--- src/rtl/instr_encoder.sv ---
// Field-wise instruction encoder. Packs opcode/register/immediate fields into 16-bit
// words and streams them, tagged with sequential program addresses, through a 2-entry FIFO.
module instr_encoder #(
  parameter int ADDR_W     = 8,
  parameter int PROG_DEPTH = 256
) (
  input  logic              clk,
  input  logic              rst_n,
  input  logic              start,
  input  logic              in_valid,
  output logic              in_ready,
  input  logic              fmt,
  input  logic [3:0]        opcode,
  input  logic [2:0]        rs1,
  input  logic [2:0]        rs2,
  input  logic [2:0]        rd,
  input  logic [5:0]        imm,
  output logic              out_valid,
  input  logic              out_ready,
  output logic [15:0]       out_word,
  output logic [ADDR_W-1:0] out_addr,
  output logic [ADDR_W:0]   word_count,
  output logic              busy,
  output logic              prog_full
);

  typedef enum logic [1:0] {IDLE, LOAD, DONE} state_t;

  localparam logic [ADDR_W:0] DEPTH_C = (ADDR_W+1)'(PROG_DEPTH);

  state_t             state, state_nxt;
  logic [15:0]        enc_word;
  logic [1:0]         fifo_cnt;
  logic [15:0]        slot_word;
  logic [ADDR_W-1:0]  slot_addr;
  logic [ADDR_W-1:0]  addr_ctr;
  logic               push, pop, enter_load;

  always_comb begin
    enc_word = fmt ? {opcode, rs1, rs2, imm} : {opcode, rs1, rs2, rd, 3'b000};
  end

  assign in_ready  = (state == LOAD) && (fifo_cnt < 2'd2) && (word_count < DEPTH_C);
  assign out_valid = (fifo_cnt != 2'd0);
  assign push      = in_valid && in_ready;
  assign pop       = out_valid && out_ready;
  assign busy      = (state == LOAD);
  assign prog_full = (state == DONE);

  // NOTE: every variable driven here gets a default first so no path leaves it unassigned (no latch).
  always_comb begin
    state_nxt = state;
    unique case (state)
      IDLE:    if (start) state_nxt = LOAD;
      LOAD:    if (word_count == DEPTH_C && fifo_cnt == 2'd0) state_nxt = DONE;
      DONE:    if (start) state_nxt = LOAD;
      default: state_nxt = IDLE;
    endcase
  end

  assign enter_load = (state_nxt == LOAD) && (state != LOAD);

  // NOTE: sequential state uses non-blocking assignments so all registers update from pre-edge values.
  always_ff @(posedge clk or negedge rst_n) begin
    if (!rst_n) begin
      state      <= IDLE;
      addr_ctr   <= '0;
      word_count <= '0;
    end else begin
      state <= state_nxt;
      if (enter_load) begin
        addr_ctr   <= '0;
        word_count <= '0;
      end else if (push) begin
        addr_ctr   <= addr_ctr + 1'b1;
        word_count <= word_count + 1'b1;
      end
    end
  end

  // Head register doubles as the output; it simply holds its value once the FIFO drains.
  // NOTE: the two FIFO slots are plain registers, so resetting them is cheap and makes out_word/out_addr defined.
  always_ff @(posedge clk or negedge rst_n) begin
    if (!rst_n) begin
      fifo_cnt  <= 2'd0;
      out_word  <= '0;
      out_addr  <= '0;
      slot_word <= '0;
      slot_addr <= '0;
    end else begin
      unique case ({push, pop})
        2'b10: begin
          if (fifo_cnt == 2'd0) begin
            out_word <= enc_word;
            out_addr <= addr_ctr;
          end else begin
            slot_word <= enc_word;
            slot_addr <= addr_ctr;
          end
          fifo_cnt <= fifo_cnt + 2'd1;
        end
        2'b01: begin
          if (fifo_cnt == 2'd2) begin
            out_word <= slot_word;
            out_addr <= slot_addr;
          end
          fifo_cnt <= fifo_cnt - 2'd1;
        end
        // Push with pop only happens at count 1 (push needs <2, pop needs >0).
        2'b11: begin
          out_word <= enc_word;
          out_addr <= addr_ctr;
        end
        default: ;
      endcase
    end
  end

endmodule

--- config.mk ---
export PLATFORM = sky130hd
export DESIGN_NAME = instr_encoder
export DESIGN_NICKNAME = d
export VERILOG_FILES = /design/src/rtl/instr_encoder.sv
export SDC_FILE = /design/constraint.sdc
export NUM_CORES = 1
export LEC_CHECK = 0
export BUFFER_PORTS_ARGS = -buffer_cell sky130_fd_sc_hd__buf_2
export CAP_MARGIN = 40
export CELL_PAD_IN_SITES_DETAIL_PLACEMENT = 0
export CELL_PAD_IN_SITES_GLOBAL_PLACEMENT = 1
export CORE_UTILIZATION = 44
export DETAILED_ROUTE_END_ITERATION = 7
export PLACE_DENSITY = 0.9
export SYNTH_ARGS = -nofsm -noshare
export SYNTH_HDL_FRONTEND = slang
export SYNTH_SLANG_ARGS = --single-unit
--- constraint.sdc ---
create_clock -name clk -period 4.2 [get_ports clk]
set_clock_uncertainty 0.05 [all_clocks]
set_input_delay 0.42 -clock clk [delete_from_list [all_inputs] [get_ports clk]]
set_output_delay 0.42 -clock clk [all_outputs]
set_load 0.03 [all_outputs]
# --- Word level (Yosys, flattened, before mapping) ---
# Cells that the tools add are included.
totals:
  memories: 0
  ramBits: 0
  latch_bits: 0
  output_inout_bits: 37
  reg_bits: 69
  wordCells: 56
  mem_bits_ro: 0
  input_bits: 25
op_classes:
  reduce_logical: 15
  mux: 15
  n_mul: 0
  bitwise: 1
  n_eq_ne: 11
  shifts: 0
  n_lt_le_gt_ge: 2
  n_div: 0
  n_addsub: 4
op_table:
  columns: ["operator", "n"]
  rows:
  - ["one-hot mux 16 bit (3 select lines)", 1]
  - ["two-way mux 16 bit", 2]
  - ["two-way mux 8 bit", 4]
  - ["one-hot mux 8 bit (3 select lines)", 1]
  - ["two-way mux 9 bit", 2]
  - ["adder 9 x 1 -> 9 bit, second input constant", 1]
  - ["== test 9 bit, second input constant", 1]
  - ["< comparator 9 bit, second input constant", 1]
  - ["adder 8 x 1 -> 8 bit, second input constant", 1]
  - ["== test 2 bit, second input constant", 4]
  - ["one-hot mux 2 bit (2 select lines)", 2]
  - ["== test 2 x 1 -> 1 bit, second input constant", 3]
  - ["logical AND 1 bit", 6]
  - ["two-way mux 6 bit", 1]
  - ["nonzero test 2 bit", 3]
  - ["logical NOT 2 bit", 2]
  - ["two-way mux 2 bit", 2]
  - ["!= test 2 bit, second input constant", 2]
  - ["AND reduction 3 bit", 1]
  - ["nonzero test 3 bit", 1]
  - ["adder 2 x 1 -> 2 bit, second input constant", 1]
  - ["< comparator 2 bit, second input constant", 1]
  - ["!= test 2 x 1 -> 1 bit, second input constant", 1]
  - ["AND reduction 2 bit", 1]
  - ["3 further kinds", 3]

# --- Depth between registers and ports, before layout ---
# Gate-level depths: netlist (run 1).
logic_depth:
  word_depth: 7
  mapped_depth: 11
  ltp_nobuf: 8

# --- Worst setup path after synthesis (run 1) ---
# No wires, ideal clock.
synth_path:
  path_type: "register -> register"
  from: "reg word_count[8]"
  to: "reg out_addr[0]"
  synth_period_minus_slack_ns: 3.378
  t_required_ns: 4.025
  setup_ns: 0.125
  t_arrival_ns: 3.203
  stages_incl_launch_ff: 11
  path_buffers: 3
  setup_slack_ns: 0.822
  cell_sequence: "dfrtp_1 -> or4b_1 -> clkbuf_2 -> clkbuf_8 -> inv_1 -> nand2_1 -> ha_1 -> mux2_2 -> o31ai_2 -> buf_2 -> mux2_2"
synth_via:
  elab_chain_cells: 6
  elab_cells_between_ends: 11
  cone_classes: "1 x order compare; 5 x eq/ne; 1 x mux; 4 x reduce/logical"
synth_rtl:
  columns: ["element", "line_no", "text"]
  rows:
  - ["start, declared", "22", "output logic [ADDR_W:0] word_count,"]
  - ["start signal, assigned", "76", "word_count <= word_count + 1'b1;"]
  - ["< comparator 9 bit (*)", "43", "assign in_ready = (state == LOAD) && (fifo_cnt < 2'd2) && (word_count < DEPTH_C);"]
  - ["logical AND 1 bit (*)", "43", null]
  - ["net in_ready", "11", "output logic in_ready,"]
  - ["logical AND 1 bit (*)", "45", "assign push = in_valid && in_ready;"]
  - ["== test 2 x 1 -> 1 bit or == test 2 bit (tied branches)", "91", "unique case ({push, pop})"]
  - ["!= test 2 bit (no line) or nonzero test 3 bit (tied branches)", null, null]
  - ["AND reduction 3 bit (no line)", null, null]
  - ["end signal, assigned", "95", "out_addr <= addr_ctr;"]
  - ["end signal, assigned", "105", "out_addr <= slot_addr;"]
  - ["end signal, assigned", "112", "out_addr <= addr_ctr;"]
  - ["end, declared", "21", "output logic [ADDR_W-1:0] out_addr,"]
# The timed path passes the listed nets; every way through them passes the cells marked *.
# A chain may end at the register's enable or synchronous reset.

# --- Worst setup path in the final report (run 1) ---
layout_path:
  from: "reg fifo_cnt[1]"
  to: "reg out_addr[6]"
layout_via:
  elab_chain_cells: 7
  elab_cells_between_ends: 16
  cone_classes: "1 x order compare; 6 x eq/ne; 1 x mux; 8 x reduce/logical"
layout_rtl:
  columns: ["element", "line_no", "text"]
  rows:
  - ["start, declared", "33", "logic [1:0] fifo_cnt;"]
  - ["start signal, assigned", "100", "fifo_cnt <= fifo_cnt + 2'd1;"]
  - ["start signal, assigned", "107", "fifo_cnt <= fifo_cnt - 2'd1;"]
  - ["< comparator 2 bit", "43", null]
  - ["logical AND 1 bit (2 in a row)", "43", null]
  - ["logical AND 1 bit", "45", null]
  - ["== test 2 x 1 -> 1 bit or == test 2 bit (tied branches)", "91", null]
  - ["!= test 2 bit (no line) or nonzero test 3 bit (tied branches)", null, null]
  - ["AND reduction 3 bit (no line)", null, null]
# Parallel ways exist; a longest one is shown, timed or not.

==> flow_metrics.env, run 1 <==
export IMPL_first_global_vias=2288
export IMPL_min_period_over_period=0.7226
export IMPL_final_hold_vio_count=0
export IMPL_worst_r2r_startpoint="fifo_cnt[1]$_DFFE_PN0P_"
export IMPL_flow_area_growth_from_synthesis_pct=20.43
export IMPL_drcViolationCount=0
export IMPL_postSynthCellCount=275
export IMPL_number_of_hold_repair_buffers_added_at_the_cts_stage=0
export IMPL_dieHeight_um=88.22
export IMPL_die_area_um2=7782
export IMPL_fin_total_pwr_w=0.002792
export IMPL_grt_start_max_net_pins=32
export IMPL_antenna_found_initial=0
export IMPL_timing_critical_path_from_type="flop"
export IMPL_vias=2373
export IMPL_detail_route_wl_per_cell_um=15.36
export IMPL_place_worst_setup_slack_ps=1169
export IMPL_netSwitchingFraction=0.3797
export IMPL_worst_skew_pair_late_latency_ps=340
export IMPL_synth_yosys_seq_area_share=0.5279
export IMPL_clock_fmax_mhz=329.5
export IMPL_cts_root_buffer="sky130_fd_sc_hd__clkbuf_8"
export IMPL_max_clock_path_buffers=2
export IMPL_initial_utilization=0.4533
export IMPL_grt_first_pass_wirelength_um=11140
export IMPL_cts_post_setup_buffers_inserted=0
export IMPL_multi_input_area_um2=1456
export IMPL_clk_pin_slew_ps=70
export IMPL_portBuffers=61
export IMPL_mostFrequentLayoutCells="sky130_fd_sc_hd__dfrtp_1, sky130_fd_sc_hd__mux2_2, sky130_fd_sc_hd__buf_2"
export IMPL_maximum_net_fanout_on_the_critical_path=25
export IMPL_grt_setup_unrepaired="false"
export IMPL_clock_power_share=0.218
export IMPL_crit_type="reg2reg"
export IMPL_floorplan_rows=31
export IMPL_grt_overflow=0
export IMPL_vias_per_cell=5.357
export IMPL_final_setup_worst_slack_ps=1165
export IMPL_routed_wirelength_um=6803
export IMPL_cts_tree="built"
export IMPL_synth_cell_area_um2=3271
export IMPL_design_final_nets=370
export IMPL_ys_warn_count=0
export IMPL_register_to_register_setup_slack_ps=1170
export IMPL_pwr_density_cell_nw_per_um2=708.9
export IMPL_dieWidth_um=88.22
export IMPL_worst_endpoint_required_ps=4370
export IMPL_max_cap_violations=0
export IMPL_sequentialPowerShare=0.377
export IMPL_p_switching_w=0.001060
export IMPL_gpl_final_weighted_congestion=0.7556
export IMPL_status="finished clean"
export IMPL_tightestPinTransition_ps=752.1
export IMPL_drt_first_iter_violations=88
export IMPL_mostFrequentLayoutCell="sky130_fd_sc_hd__dfrtp_1"
export IMPL_worst_ir_drop_vdd_mv=0.3669
export IMPL_antenna_left=0
export IMPL_cts_inserted_buffers=9
export IMPL_worst_r2r_path_depth=9
export IMPL_period_minus_slack_ps=3035
export IMPL_n_antenna_cell=0
export IMPL_dp_cells=427
export IMPL_setup_tns_final_ps=0
export IMPL_filler_cell_count=648
export IMPL_ys_ff_latch=69
export IMPL_setup_worst_path_end_class="flop"
export IMPL_ctsResizeCount=0
export IMPL_maxSlewHeadroom=0.4975
export IMPL_synth_net_count=306
export IMPL_worst_hold_path_type="in2async"
export IMPL_report_final_slew_viol_count=0
export IMPL_synthesis_area_per_instance_um2=11.89
export IMPL_power_leakage_nw=1.888
export IMPL_worstPathArrival_ps=3210
export IMPL_place_detailed_hpwl_um=4715
export IMPL_cellInternalPower_w=0.001732
export IMPL_pin_count=62
export IMPL_floorplan_core_area_um2=7214
export IMPL_power_combinational_fraction=0.405
export IMPL_h_tree_depth=3
export IMPL_drt_first_pass_iters=4
export IMPL_layout_drive_gt1_share=0.4273
export IMPL_seq_area_um2=1727
export IMPL_finalCoreUtilization=0.5460
export IMPL_finish_cell_count_without_fillers=443
export IMPL_grt_total_usage=0.1916
export IMPL_synthDistinctLibCells=32
export IMPL_report_final_setup_viol=0
export IMPL_cts_sinks=69
export IMPL_rr_endpoint="out_addr[6]$_DFFE_PN0P_"
## cells in the mapped netlist
| cell type | instances | area, um2 |
|---|---|---|
| sky130_fd_sc_hd__o21a_1 | 1 | 7.510 |
| sky130_fd_sc_hd__buf_2 | 2 | 10.01 |
| sky130_fd_sc_hd__dfrtp_1 | 69 | 1727 |
| sky130_fd_sc_hd__or4b_1 | 1 | 10.01 |
| sky130_fd_sc_hd__nor3_1 | 2 | 10.01 |
| sky130_fd_sc_hd__nand4_1 | 7 | 43.79 |
| sky130_fd_sc_hd__ha_1 | 6 | 75.07 |
| sky130_fd_sc_hd__o31ai_2 | 1 | 12.51 |
| sky130_fd_sc_hd__o311ai_0 | 3 | 26.28 |
| sky130_fd_sc_hd__a21oi_1 | 9 | 45.04 |
| sky130_fd_sc_hd__or4_1 | 2 | 15.01 |
| sky130_fd_sc_hd__nor2b_1 | 3 | 18.77 |
| sky130_fd_sc_hd__xor2_1 | 2 | 17.52 |
| sky130_fd_sc_hd__o21ai_0 | 21 | 105.1 |
| sky130_fd_sc_hd__nand2_1 | 25 | 93.84 |
| sky130_fd_sc_hd__xnor2_1 | 1 | 8.760 |
| sky130_fd_sc_hd__o41ai_1 | 3 | 26.28 |
| sky130_fd_sc_hd__clkbuf_1 | 9 | 33.78 |
| sky130_fd_sc_hd__or3_1 | 5 | 31.28 |
| sky130_fd_sc_hd__mux2_2 | 61 | 686.9 |
| sky130_fd_sc_hd__clkbuf_2 | 1 | 5.000 |
| sky130_fd_sc_hd__mux2i_1 | 7 | 70.07 |
| sky130_fd_sc_hd__o31ai_1 | 2 | 15.01 |
| sky130_fd_sc_hd__nand3_1 | 8 | 40.04 |
| sky130_fd_sc_hd__buf_1 | 2 | 7.510 |
| sky130_fd_sc_hd__nand2b_1 | 8 | 50.05 |
| sky130_fd_sc_hd__nor2_1 | 1 | 3.750 |
| sky130_fd_sc_hd__nor4_1 | 1 | 6.260 |
| sky130_fd_sc_hd__a21o_1 | 1 | 7.510 |
| sky130_fd_sc_hd__nor4b_1 | 2 | 17.52 |
| sky130_fd_sc_hd__clkbuf_8 | 1 | 13.76 |
| sky130_fd_sc_hd__inv_1 | 8 | 30.03 |
## state kept, by name, indices dropped and copies added (netlist names)
signal / cells
addr_ctr: 8
fifo_cnt: 2
out_addr: 8
out_word: 16
slot_addr: 8
slot_word: 16
state: 2
word_count: 9
## layout make-up
class / count / area share
Sequential cell: 69 / 0.4384
Multi-Input combinational cell: 183 / 0.3698
Timing Repair Buffer: 68 / 0.09593
Clock buffer: 10 / 0.03494
Tap cell: 99 / 0.03145
Clock inverter: 6 / 0.02192
Inverter: 8 / 0.007624
## per-stage QoR
stage	area [um2]	hold WS [ps]
2_1_floorplan	3271	74.41
3_3_place_gp	3687	411.9
3_5_place_dp	3715	385.4
4_1_cts	3939	10.88
5_1_grt	3939	27.25
6_report	3939	6.827
## power by group through the flow
stage	clock network [W]	registers, W	logic [W]
4_1_cts	0.000622	0.00105	0.00114
3_5_place_dp	0	0.00107	0.00114
3_3_place_gp	0	0.00105	0.00110
2_1_floorplan	0	0.00123	0.000648
5_1_grt	0.000648	0.00109	0.00123
6_report	0.000608	0.00105	0.00113
## critical path, cell delays in order, from the launching register on
cell and delay (ps):
sky130_fd_sc_hd__dfrtp_1 430, sky130_fd_sc_hd__or4b_1 530, sky130_fd_sc_hd__buf_4 220, sky130_fd_sc_hd__inv_1 170
sky130_fd_sc_hd__nand2_1 130, sky130_fd_sc_hd__ha_1 230, sky130_fd_sc_hd__or3_1 420, sky130_fd_sc_hd__o31ai_4 80
sky130_fd_sc_hd__buf_4 270, sky130_fd_sc_hd__mux2_2 360
## worst max path at each step
stage	from	end	slack, ps	cells past startpoint
2_1_floorplan	word_count[8]$_DFFE_PN0P_	out_addr[0]$_DFFE_PN0P_	820	10
3_3_place_gp	fifo_cnt[1]$_DFFE_PN0P_	out_word[12]$_DFFE_PN0P_	1270	9
3_5_place_dp	fifo_cnt[1]$_DFFE_PN0P_	out_addr[5]$_DFFE_PN0P_	1170	9
4_1_cts	fifo_cnt[1]$_DFFE_PN0P_	out_addr[6]$_DFFE_PN0P_	1160	9
5_1_grt	fifo_cnt[1]$_DFFE_PN0P_	out_addr[6]$_DFFE_PN0P_	1000	9
6_report	fifo_cnt[1]$_DFFE_PN0P_	out_addr[6]$_DFFE_PN0P_	1170	9
## per-layer routing
metal	global-route usage	vias to the layer above	share of wire
met3	0.05224	14	0.032
met1	0.2451	1200	0.44
li1	-	1117	-
met4	0.08944	0	0.021
met2	0.3042	42	0.51
met5	0	-	0
## cells by family after synthesis
| kind of cell | synth area share |
|---|---|
| AO/OA/AOI/OAI | 0.07498 |
| flip-flops | 0.5279 |
| AND/OR/NAND/NOR | 0.1041 |
| XOR/XNOR | 0.008035 |
| adder cells (fa/ha/maj) | 0.02295 |
| multiplexers | 0.2314 |
| buffers and inverters | 0.03060 |
(Power assumes the default switching activity.)
==> run 2, diff against run 1 <==
--- a/config.mk
+++ b/config.mk
@@ -9,9 +9,9 @@
 export CAP_MARGIN = 40
 export CELL_PAD_IN_SITES_DETAIL_PLACEMENT = 0
 export CELL_PAD_IN_SITES_GLOBAL_PLACEMENT = 1
-export CORE_UTILIZATION = 44
+export CORE_UTILIZATION = 39
 export DETAILED_ROUTE_END_ITERATION = 7
-export PLACE_DENSITY = 0.9
+export PLACE_DENSITY = 0.85
 export SYNTH_ARGS = -nofsm -noshare
 export SYNTH_HDL_FRONTEND = slang
 export SYNTH_SLANG_ARGS = --single-unit
==> constraint.sdc (replaced) <==
create_clock -name clk -period 2.7 [get_ports clk]
set_clock_uncertainty 0.05 [all_clocks]
set_input_delay 0.27 -clock clk [delete_from_list [all_inputs] [get_ports clk]]
set_output_delay 0.27 -clock clk [all_outputs]
set_load 0.03 [all_outputs]
==> run 2 against run 1 <==
First-iteration DRC count rose by 90%. Wire length decreased by 0.31%. Global-route usage decreased by 2.8 points. Power grew 59%.
==> flow_metrics.env, run 2 (synthesis gave the netlist of run 1 again) <==
export IMPL_clk_pin_slew_ps=80
export IMPL_floorplan_rows=33
export IMPL_worst_endpoint_required_ps=2880
export IMPL_mostFrequentLayoutCells="sky130_fd_sc_hd__dfrtp_1, sky130_fd_sc_hd__buf_2, sky130_fd_sc_hd__mux2_2"
export IMPL_drcViolationCount=0
export IMPL_fin_total_pwr_w=0.004442
export IMPL_register_to_register_setup_slack_ps=80
export IMPL_timing_critical_path_from_type="flop"
export IMPL_setup_tns_final_ps=0
export IMPL_report_final_setup_viol=0
export IMPL_vias=2386
export IMPL_power_leakage_nw=1.914
export IMPL_period_minus_slack_ps=2617
export IMPL_filler_cell_count=744
export IMPL_grt_setup_unrepaired="false"
export IMPL_p_switching_w=0.001713
export IMPL_report_final_slew_viol_count=0
export IMPL_setup_worst_path_end_class="flop"
export IMPL_drt_first_pass_iters=4
export IMPL_floorplan_core_area_um2=8175
export IMPL_gpl_final_weighted_congestion=0.7079
export IMPL_initial_utilization=0.4001
export IMPL_worst_r2r_startpoint="fifo_cnt[1]$_DFFE_PN0P_"
export IMPL_worstPathArrival_ps=2800
export IMPL_dieHeight_um=93.58
export IMPL_worst_hold_path_num_cells=2
export IMPL_grt_busiest_layer="met2"
export IMPL_multi_input_area_um2=1479
export IMPL_detail_route_wl_per_cell_um=14.91
export IMPL_first_global_vias=2368
export IMPL_seq_area_um2=1728
export IMPL_netSwitchingFraction=0.3857
export IMPL_clock_fmax_mhz=382.2
export IMPL_cts_inserted_buffers=9
export IMPL_layout_drive_gt1_share=0.4486
export IMPL_design_final_nets=376
export IMPL_worst_hold_path_endpoint="slot_word[10]$_DFFE_PN0P_"
export IMPL_grt_util_met2=0.2721
export IMPL_rr_endpoint="out_word[11]$_DFFE_PN0P_"
export IMPL_worst_skew_pair_late_latency_ps=350
export IMPL_cts_tree="built"
export IMPL_die_area_um2=8756
export IMPL_n_antenna_cell=0
export IMPL_power_combinational_fraction=0.446
export IMPL_grt_overflow=0
export IMPL_cellInternalPower_w=0.002729
export IMPL_pwr_density_cell_nw_per_um2=1103
export IMPL_cts_sinks=69
export IMPL_vias_per_cell=5.244
export IMPL_maximum_net_fanout_on_the_critical_path=12
export IMPL_maxSlewHeadroom=0.4234
export IMPL_grt_total_usage=0.1635
export IMPL_status="finished clean"
export IMPL_h_tree_depth=3
export IMPL_drt_first_iter_violations=167
export IMPL_tightestPinTransition_ps=863.1
export IMPL_antenna_left=0
export IMPL_worst_ir_drop_vdd_mv=0.4330
export IMPL_min_period_over_period=0.9691
export IMPL_crit_type="reg2reg"
export IMPL_worst_r2r_path_depth=9
export IMPL_portBuffers=61
export IMPL_use_met1=0.2032
export IMPL_antenna_found_initial=0
export IMPL_largestRegisters="out_word x16, slot_word x16, word_count x9"
export IMPL_final_hold_vio_count=0
export IMPL_sequentialPowerShare=0.363
export IMPL_cts_root_buffer="sky130_fd_sc_hd__clkbuf_8"
export IMPL_globalRouteMet3Util=0.03821
export IMPL_routed_wirelength_um=6782
export IMPL_max_clock_path_buffers=2
export IMPL_max_cap_violations=0
export IMPL_worst_hold_path_type="in2reg"
export IMPL_hold_path_startpoint="rs1[1]"
export IMPL_place_detailed_hpwl_um=4462
export IMPL_dieWidth_um=93.58
export IMPL_pin_count=62
export IMPL_grt_first_pass_wirelength_um=11070
export IMPL_grt_start_max_net_pins=55
export IMPL_clock_power_share=0.192
export IMPL_flow_area_growth_from_synthesis_pct=23.18
export IMPL_mostFrequentLayoutCell="sky130_fd_sc_hd__dfrtp_1"
## run 2: stage by stage
stage	setup slack [ps]	hold WS, ps	area [um2]	instances	util
floorplan	-316.2	-75.59	3316	275	-
global placement	134.7	172.1	3759	434	0.4597
detailed placement	81.05	175.9	3774	435	0.4616
CTS	64.54	101.3	3981	452	0.4870
global route	4.198	112.2	4029	455	0.4928
finish	83.48	111.8	4029	455	0.4928
## run 2: critical path, stage by stage (launching register included)
cell and delay (ps):
sky130_fd_sc_hd__dfrtp_1 380, sky130_fd_sc_hd__or4b_4 560, sky130_fd_sc_hd__clkinvlp_4 90, sky130_fd_sc_hd__nand2_2 80
sky130_fd_sc_hd__ha_1 240, sky130_fd_sc_hd__or3_1 360, sky130_fd_sc_hd__o31ai_4 70, sky130_fd_sc_hd__buf_4 180
sky130_fd_sc_hd__buf_12 150, sky130_fd_sc_hd__mux2_2 340
## run 2: cell type report
cell class | instances | share of cell area
clock buffers | 9 | 0.03075
repair buffers | 74 | 0.1140
clock inverters | 7 | 0.01832
multi-input cells | 183 | 0.3671
inverters | 8 | 0.008385
well taps | 105 | 0.03261
flip-flops and latches | 69 | 0.4289
## run 2: routing by layer
layer	vias up	part of all wire
met2	35	0.50
li1	1130	-
met4	0	0.016
met1	1210	0.46
met3	11	0.030
met5	-	0
## run 2: power by group through the flow
stage          registers (W)  clock network, W  logic, W
3_5_place_dp         0.00163                 0   0.00187
2_1_floorplan        0.00192                 0   0.00108
3_3_place_gp         0.00161                 0   0.00182
6_report             0.00161          0.000852   0.00198
5_1_grt              0.00167          0.000914   0.00214
4_1_cts              0.00161          0.000864   0.00188
## run 2: what timing repair did
item	in CTS	in global routing
hold endpoints to repair	15	0
endpoints found under the setup margin	0	18
hold buffers	1	0
resized for setup	0	1
setup buffers	0	1
## run 2: worst max path at each step
| stage | end | cells past startpoint | from |
|---|---|---|---|
| detailed placement | out_word[12]$_DFFE_PN0P_ | 8 | fifo_cnt[1]$_DFFE_PN0P_ |
| floorplan | out_addr[0]$_DFFE_PN0P_ | 10 | word_count[8]$_DFFE_PN0P_ |
| global placement | out_word[13]$_DFFE_PN0P_ | 8 | fifo_cnt[1]$_DFFE_PN0P_ |
| CTS | out_word[2]$_DFFE_PN0P_ | 8 | state[1]$_DFF_PN0_ |
| global route | out_word[15]$_DFFE_PN0P_ | 9 | state[1]$_DFF_PN0_ |
| finish | out_word[11]$_DFFE_PN0P_ | 9 | fifo_cnt[1]$_DFFE_PN0P_ |
==> run 3, diff against run 2 <==
--- a/config.mk
+++ b/config.mk
@@ -10,8 +10,9 @@
 export CELL_PAD_IN_SITES_DETAIL_PLACEMENT = 0
 export CELL_PAD_IN_SITES_GLOBAL_PLACEMENT = 1
 export CORE_UTILIZATION = 39
+export CTS_CLUSTER_SIZE = 14
 export DETAILED_ROUTE_END_ITERATION = 7
-export PLACE_DENSITY = 0.85
+export PLACE_DENSITY_LB_ADDON = 0.1
 export SYNTH_ARGS = -nofsm -noshare
 export SYNTH_HDL_FRONTEND = slang
 export SYNTH_SLANG_ARGS = --single-unit
==> run 3 against run 2 <==
Combinational power about the same. Via count increased by 0.84%. Clock-buffer cell count increased by 1. Die area unchanged. Non-clock buffer count increased by 4. Clock power decreased by 11%. Sequential power about the same. Final cell count increased by 0.88%. Critical path depth unchanged. Critical path type unchanged. Critical endpoint is now out_word[12]$_DFFE_PN0P_. Largest power group unchanged. Highest routed layer unchanged.
==> flow_metrics.env, run 3 (synthesis gave the netlist of run 1 again) <==
export IMPL_status="finished clean"
export IMPL_portBuffers=61
export IMPL_timing_critical_path_from_type="flop"
export IMPL_tightestPinTransition_ps=853.5
export IMPL_worst_hold_path_endpoint="slot_word[11]$_DFFE_PN0P_"
export IMPL_vias_per_cell=5.242
export IMPL_worst_r2r_path_depth=9
export IMPL_min_period_over_period=0.9623
export IMPL_floorplan_rows=33
export IMPL_multi_input_area_um2=1479
export IMPL_cts_tree="built"
export IMPL_dieWidth_um=93.58
export IMPL_mostFrequentLayoutCells="sky130_fd_sc_hd__dfrtp_1, sky130_fd_sc_hd__buf_2, sky130_fd_sc_hd__mux2_2"
export IMPL_mostFrequentLayoutCell="sky130_fd_sc_hd__dfrtp_1"
export IMPL_worstPathArrival_ps=2780
export IMPL_clock_power_share=0.173
export IMPL_drt_first_pass_iters=4
export IMPL_use_met1=0.2216
export IMPL_report_final_setup_viol=0
export IMPL_pwr_density_cell_nw_per_um2=1083
export IMPL_pin_count=62
export IMPL_n_antenna_cell=0
export IMPL_register_to_register_setup_slack_ps=100
export IMPL_flow_area_growth_from_synthesis_pct=23.45
export IMPL_worst_hold_path_type="in2reg"
export IMPL_cts_inserted_buffers=9
export IMPL_grt_start_max_net_pins=27
export IMPL_rr_endpoint="out_word[12]$_DFFE_PN0P_"
export IMPL_drcViolationCount=0
export IMPL_drt_first_iter_violations=62
export IMPL_worst_hold_path_num_cells=2
export IMPL_detail_route_wl_per_cell_um=14.90
export IMPL_largestRegisters="out_word x16, slot_word x16, word_count x9"
export IMPL_p_switching_w=0.001693
export IMPL_h_tree_depth=3
export IMPL_maxSlewHeadroom=0.4299
export IMPL_place_detailed_hpwl_um=4582
export IMPL_hold_path_startpoint="rs1[2]"
export IMPL_power_leakage_nw=1.923
export IMPL_grt_busiest_layer="met2"
export IMPL_worst_skew_pair_late_latency_ps=340
export IMPL_maximum_net_fanout_on_the_critical_path=6
export IMPL_grt_total_usage=0.1631
export IMPL_worst_ir_drop_vdd_mv=0.5485
export IMPL_worst_r2r_startpoint="fifo_cnt[1]$_DFFE_PN0P_"
export IMPL_final_hold_vio_count=0
export IMPL_finish_cell_count_without_fillers=459
export IMPL_floorplan_core_area_um2=8175
export IMPL_initial_utilization=0.4001
export IMPL_power_combinational_fraction=0.459
export IMPL_netSwitchingFraction=0.3871
export IMPL_place_worst_setup_slack_ps=86.18
export IMPL_max_clock_path_buffers=2
export IMPL_crit_type="reg2reg"
export IMPL_dp_cells=438
export IMPL_dieHeight_um=93.58
export IMPL_layout_drive_gt1_share=0.4548
export IMPL_globalRouteMet3Util=0.03659
export IMPL_setup_tns_final_ps=0
export IMPL_design_final_nets=380
export IMPL_filler_cell_count=783
export IMPL_cellInternalPower_w=0.002680
export IMPL_first_global_vias=2149
export IMPL_gpl_final_weighted_congestion=0.7256
export IMPL_period_minus_slack_ps=2598
export IMPL_sequentialPowerShare=0.368
export IMPL_max_cap_violations=0
export IMPL_setup_worst_path_end_class="flop"
export IMPL_antenna_found_initial=0
export IMPL_vias=2406
export IMPL_die_area_um2=8756
export IMPL_cts_sinks=69
export IMPL_grt_first_pass_wirelength_um=10760
export IMPL_cts_root_buffer="sky130_fd_sc_hd__clkbuf_8"
export IMPL_final_setup_worst_slack_ps=101.7
export IMPL_worst_endpoint_required_ps=2880
export IMPL_grt_util_met2=0.2445
export IMPL_grt_overflow=0
export IMPL_clock_fmax_mhz=384.9
export IMPL_routed_wirelength_um=6838
export IMPL_antenna_left=0
export IMPL_grt_setup_unrepaired="false"
export IMPL_clk_pin_slew_ps=70
export IMPL_seq_area_um2=1728
export IMPL_report_final_slew_viol_count=0
run 3: cell types whose count changed in the layout (fill, tap and decap cells not counted), sizes merged:
cell / delta
clkinv: +1
clkbuf: +1
bufinv: -1
inv: -2
clkinvlp: +1
buf: +4
run 3: how the worst max path moves through the flow:
| stage | start | end | slack (ps) | cells after the start |
|---|---|---|---|---|
| 2_1_floorplan | word_count[8]$_DFFE_PN0P_ | out_addr[0]$_DFFE_PN0P_ | -320 | 10 |
| 3_3_place_gp | fifo_cnt[1]$_DFFE_PN0P_ | out_addr[3]$_DFFE_PN0P_ | 130 | 8 |
| 3_5_place_dp | fifo_cnt[1]$_DFFE_PN0P_ | out_addr[1]$_DFFE_PN0P_ | 90 | 8 |
| 4_1_cts | fifo_cnt[1]$_DFFE_PN0P_ | out_addr[6]$_DFFE_PN0P_ | 70 | 8 |
| 5_1_grt | fifo_cnt[1]$_DFFE_PN0P_ | out_word[9]$_DFFE_PN0P_ | 30 | 9 |
| 6_report | fifo_cnt[1]$_DFFE_PN0P_ | out_word[12]$_DFFE_PN0P_ | 100 | 9 |
run 3: worst max-delay path, stage by stage (launching register included):
cell	delay, ps
sky130_fd_sc_hd__dfrtp_1	380
sky130_fd_sc_hd__or4b_4	560
sky130_fd_sc_hd__clkinvlp_4	90
sky130_fd_sc_hd__nand2_2	70
sky130_fd_sc_hd__ha_1	240
sky130_fd_sc_hd__or3_1	360
sky130_fd_sc_hd__o31ai_4	80
sky130_fd_sc_hd__buf_4	170
sky130_fd_sc_hd__clkbuf_16	150
sky130_fd_sc_hd__mux2_2	320
run 3: what timing repair did:
action / 4_1_cts / 5_1_grt
hold endpoints to repair: 23 / 0
resized for setup: 0 / 1
hold buffers: 1 / 0
endpoints found under the setup margin: 0 / 8
buffers inserted: 0 / 2
run 3: per-layer routing:
metal | vias up | wire, um
li1 | 1141 | -
met1 | 1206 | 3266
met2 | 48 | 3177
met3 | 11 | 268
met4 | 0 | 126
met5 | - | 0
run 3: cell type report:
class	instances	share of cell area
clock buffers	10	0.03409
repair buffers	78	0.1212
well taps	105	0.03254
flip-flops and latches	69	0.4280
inverters	8	0.008367
multi-input cells	183	0.3663
clock inverters	6	0.009606
run 3: power groups by stage:
stage	Combinational, W	Clock, W	Sequential [W]
after floorplan	0.00108	0	0.00192
after global placement	0.00184	0	0.00162
after detailed placement	0.00189	0	0.00163
after CTS	0.00190	0.000788	0.00161
after global routing	0.00216	0.000830	0.00165
final	0.00201	0.000755	0.00161
run 3: stage by stage:
stage / cell area (um2) / hold WS [ps] / utilization / power, W
final: 4038 / 119.3 / 0.4939 / 0.004373
after global routing: 4038 / 103.1 / 0.4939 / 0.004645
after CTS: 3983 / 102.3 / 0.4871 / 0.004298
after detailed placement: 3796 / 262.0 / 0.4643 / 0.003522
after global placement: 3769 / 260.6 / 0.4610 / 0.003463
after floorplan: 3316 / -75.59 / - / 0.002996
